<file path="config.mk">
export PLATFORM = sky130hd
export DESIGN_NAME = serial_subtractor
export DESIGN_NICKNAME = d
export VERILOG_FILES = /design/src/rtl/arith_pkg.sv /design/src/rtl/full_subtractor.sv /design/src/rtl/serial_subtractor.sv
export SDC_FILE = /design/constraint.sdc
export NUM_CORES = 1
export LEC_CHECK = 0
export CAP_MARGIN = 20
export CORE_MARGIN = 3
export CORE_UTILIZATION = 52
export CTS_BUF_LIST = sky130_fd_sc_hd__clkbuf_2
export DETAILED_ROUTE_END_ITERATION = 16
export HOLD_SLACK_MARGIN = 0.1
export PLACE_DENSITY = 0.91
export SYNTH_ARGS = -nofsm -noshare
export SYNTH_HDL_FRONTEND = slang
export SYNTH_SLANG_ARGS = --single-unit
</file>
<file path="constraint.sdc">
create_clock -name clk -period 1.64 [get_ports clk]
set_input_delay 0.41 -clock clk [delete_from_list [all_inputs] [get_ports clk]]
set_output_delay 0.41 -clock clk [all_outputs]
set_load 0.02 [all_outputs]
</file>
<file path="src/rtl/arith_pkg.sv">
// rtl/arith_pkg.sv - shared arithmetic constants and FSM state encoding
package arith_pkg;

  // Operand width shared by the ripple adder and the serial subtractor.
  localparam int DEFAULT_WIDTH = 4;

  // Serial subtractor control states.
  typedef enum logic [1:0] {
    ST_IDLE  = 2'd0,
    ST_SHIFT = 2'd1,
    ST_DONE  = 2'd2
  } state_t;

endpackage

</file>
<file path="src/rtl/full_subtractor.sv">
// rtl/full_subtractor.sv - combinational 1-bit full subtractor cell
module full_subtractor (
  input  logic a,
  input  logic b,
  input  logic bin,
  output logic d,
  output logic bout
);

  // Difference bit and borrow generated when a < b + bin.
  always_comb begin
    d    = a ^ b ^ bin;
    bout = (~a & b) | (~(a ^ b) & bin);
  end

endmodule

</file>
<file path="src/rtl/serial_subtractor.sv">
// rtl/serial_subtractor.sv - bit-serial A - B - bin with start/done handshake
module serial_subtractor
  import arith_pkg::*;
#(
  parameter int WIDTH = DEFAULT_WIDTH
) (
  input  logic             clk,
  input  logic             rst,
  input  logic             start,
  input  logic             bin,
  input  logic [WIDTH-1:0] A,
  input  logic [WIDTH-1:0] B,
  output logic             busy,
  output logic             done,
  output logic             bout,
  output logic [WIDTH-1:0] diff
);

  // One extra bit so WIDTH = 1 still has a representable counter.
  localparam int CW = $clog2(WIDTH) + 1;
  localparam logic [CW-1:0] CNT_LAST = CW'(WIDTH - 1);

  state_t           state_q;
  logic [WIDTH-1:0] a_sr_q;
  logic [WIDTH-1:0] b_sr_q;
  logic [WIDTH-1:0] d_sr_q;
  logic [WIDTH-1:0] diff_q;
  logic [CW-1:0]    cnt_q;
  logic             brw_q;
  logic             bout_q;
  logic             busy_q;
  logic             done_q;

  logic             bit_d;
  logic             brw_d;
  logic [WIDTH-1:0] d_sr_d;

  // Single bit cell operating on the current LSBs and the registered borrow.
  full_subtractor u_cell (
    .a    (a_sr_q[0]),
    .b    (b_sr_q[0]),
    .bin  (brw_q),
    .d    (bit_d),
    .bout (brw_d)
  );

  // New difference bit enters at the MSB so the LSB-first result lands in place.
  always_comb begin
    d_sr_d = WIDTH'({bit_d, d_sr_q} >> 1);
  end

  // Control FSM, datapath shift registers and registered outputs.
  always_ff @(posedge clk) begin
    if (rst) begin
      state_q <= ST_IDLE;
      a_sr_q  <= '0;
      b_sr_q  <= '0;
      d_sr_q  <= '0;
      diff_q  <= '0;
      cnt_q   <= '0;
      brw_q   <= 1'b0;
      bout_q  <= 1'b0;
      busy_q  <= 1'b0;
      done_q  <= 1'b0;
    end else begin
      done_q <= 1'b0;
      case (state_q)
        ST_IDLE: begin
          if (start) begin
            a_sr_q  <= A;
            b_sr_q  <= B;
            brw_q   <= bin;
            cnt_q   <= '0;
            d_sr_q  <= '0;
            busy_q  <= 1'b1;
            state_q <= ST_SHIFT;
          end
        end
        ST_SHIFT: begin
          a_sr_q <= a_sr_q >> 1;
          b_sr_q <= b_sr_q >> 1;
          brw_q  <= brw_d;
          d_sr_q <= d_sr_d;
          cnt_q  <= cnt_q + CW'(1);
          if (cnt_q == CNT_LAST) begin
            // Publish the completed result together with the done pulse.
            diff_q  <= d_sr_d;
            bout_q  <= brw_d;
            done_q  <= 1'b1;
            busy_q  <= 1'b0;
            state_q <= ST_DONE;
          end
        end
        ST_DONE: begin
          state_q <= ST_IDLE;
        end
        default: begin
          state_q <= ST_IDLE;
          busy_q  <= 1'b0;
        end
      endcase
    end
  end

  assign busy = busy_q;
  assign done = done_q;
  assign bout = bout_q;
  assign diff = diff_q;

endmodule

</file>
==> results of run 1 <==
where the power goes:
part | total, mW | internal [mW] | switching [mW]
clock network | 0.392 | 0.210 | 0.182
logic | 0.151 | 0.0784 | 0.0730
registers | 0.630 | 0.611 | 0.0185
total | 1.17 | 0.900 | 0.273
path summary, 6_finish.rpt:
check                                           start                    to  slack [ns]  cells past startpoint
worst max-delay path             diff[3]$_SDFFE_PP0P_               diff[3]        0.15                      1
worst min-delay path             diff[2]$_SDFFE_PP0P_  diff[2]$_SDFFE_PP0P_        0.47                      2
worst max register to register  cnt_q[0]$_SDFFE_PP0P_  diff[1]$_SDFFE_PP0P_        0.19                      5
worst min register to register   diff[2]$_SDFFE_PP0P_  diff[2]$_SDFFE_PP0P_        0.47                      2
per-stage QoR:
stage                     setup TNS (ns)  std cells  area, um2  hold slack [ns]
final                                  0        147       1230            0.467
after detailed placement          -0.723        143       1200            0.446
after CTS                              0        147       1230            0.468
after floorplan                        0        103        971            0.443
after global placement            -0.279        143       1200            0.445
after global routing                   0        147       1230            0.482
logic make-up after synthesis:
| group | synth area share |
|---|---|
| adder cells (fa/ha/maj) | 0.0464 |
| AND/OR/NAND/NOR | 0.155 |
| buffers and inverters | 0.0503 |
| AO/OA/AOI/OAI | 0.171 |
| flip-flops | 0.495 |
| multiplexers | 0.0825 |
state kept, by name, summed over array words and instances, names as in the netlist, 2 cells and up:
register,cells
diff,4
a_sr_q,4
b_sr_q,4
cnt_q,3
d_sr_q,3
state_q,2
placed cells by master (no fill, tap or decap), types with 4 or more instances in the layout:
master / synthesis / final
inv_1: 4 / 4
dfxtp_1: 24 / 24
nand2_1: 5 / 5
clkdlybuf4s50_1: 0 / 11
buf_4: 1 / 4
a211oi_1: 7 / 7
mux2i_1: 8 / 8
nand3_1: 4 / 4
a22oi_1: 6 / 6
a21oi_1: 7 / 7
dlygate4sd2_1: 0 / 7
nor2_1: 17 / 17
cell type report:
class	instances	area, um2
Clock inverter	1	30.0
Fill cell	123	395
Inverter	4	15.0
Multi-Input combinational cell	68	442
Timing Repair Buffer	23	221
Sequential cell	24	480
Tap cell	24	30.0
Clock buffer	3	15.0
routing by layer:
layer	track usage	wire, um	part of all wire	up-vias
li1	-	-	-	400
met1	0.244	890	0.42	378
met2	0.355	1060	0.51	27
met3	0.0428	99	0.047	7
met4	0.0995	44	0.021	0
met5	0	0	0	-
==> reports/qor.csv, run 1 <==
metric,value,unit
"slowest stage delay, CP",0.39,ns
share of cells above drive strength 1,0.0894,
core region area,0.00163,mm2
synthesized cell area,971,um2
Final ANT Viol Nets,0,
worst path cell trace,dlygate4sd2_1,
clock sink total,24,
RSZ-0062 raised after global routing,no,
Slew @ Worst Pin,0.459,ns
Layout Utilization,0.757,
first-pass GRT wire length,3.77,mm
"EDFF count, synth",0,
GRT Total Usage,0.208,
post-cts resize count,7,
"area leader, netlist",dfxtp_1,
CTS root buffer,clkbuf_2,
CP Max Fanout,2,
syn_nets,118,
clock skew,0.00365,ns
"Seq/Total Area, Yosys",0.495,
clock-pin slew on the worst setup and hold paths,0.22,ns
H-tree depth,1,
Port Buffers,18,
WS Path Type,reg -> out,
Syn-to-layout area delta,27.1,%
routed length per instance,14.3,um
Critical Path Slowest Stage Cell,dfxtp_1,
critical path data arrival time,1.08,ns
asr flop ratio synth,0,
max_cap viols,0,
Die Ht,49.2,um
Synth top area share,0.495,
initial antenna violation count,0,
Worst Setup End Kind,primary output,
Die X,49.2,um
most frequent cell after synthesis,dfxtp_1,
fin nets,139,
Ys Warns,0,
GRT overflow,0,
row cnt,14,
"Clk Latency, worst-skew pair",0.34,ns
Syn Area/Cell,9.43,um2
#FFs+latches synth,24,
Power Dens Cells,951,mW/mm2
Lkg Pwr,0.514,nW
Final Hold Viols,0,
total routed wirelength,2.10,mm
pre-CTS WS,-0.140,ns
routability cong.,0.774,
Starting DRT DRC Count,20,
fin. max-slew vios,0,
status,completed,
# hold bufs at CTS,0,
crit path buf inv count,1,
Peak Freq,673,MHz
Synth Flop Type,dfxtp_1,
worst setup margin,0.154,ns
initial core utilization,0.596,
# DRC,0,
Clock Tree Buf Depth,2,
Crit path max-delay family,flip-flops,
worst endpoint required time,1.23,ns
Synth top cells by count,"24 x dfxtp_1, 17 x nor2_1, 8 x mux2i_1",
antenna fix cells,0,
CTS buffer count,3,
drt via density,5.52,
post-synth cell types,24,
worst vdd ir,0.000763,V
CTS tree,yes,
via count,812,
crit path time final,1.49,ns
hold crit path type,reg -> reg,
critical path startpoint category,register,
# setup viols final,0,
die area,0.00242,mm2
Boundary Pins,19,
Post-CTS Setup Repair Bufs,0,
Slew HR,0.694,
largest net degree at the start of global routing,25,
Synth area leaders,"dfxtp_1 49%, mux2i_1 8.2%, nor2_1 6.6%",
cell count after synthesis,103,
total chip power,1.17,mW
vias in the first global route,773,
1st-pass router iterations,4,
Final period util,0.906,
DP HPWL,1.49,mm
(Power assumes the default switching activity.)
==> run 2: changes to the inputs <==
--- a/config.mk
+++ b/config.mk
@@ -5,7 +5,7 @@
 export SDC_FILE = /design/constraint.sdc
 export NUM_CORES = 1
 export LEC_CHECK = 0
-export CAP_MARGIN = 20
+export ABC_CLOCK_PERIOD_IN_PS = 1640
 export CORE_MARGIN = 3
 export CORE_UTILIZATION = 52
 export CTS_BUF_LIST = sky130_fd_sc_hd__clkbuf_2
==> results of run 2 <==
The final DEF is identical to that of run 1; final timing and power are the same.
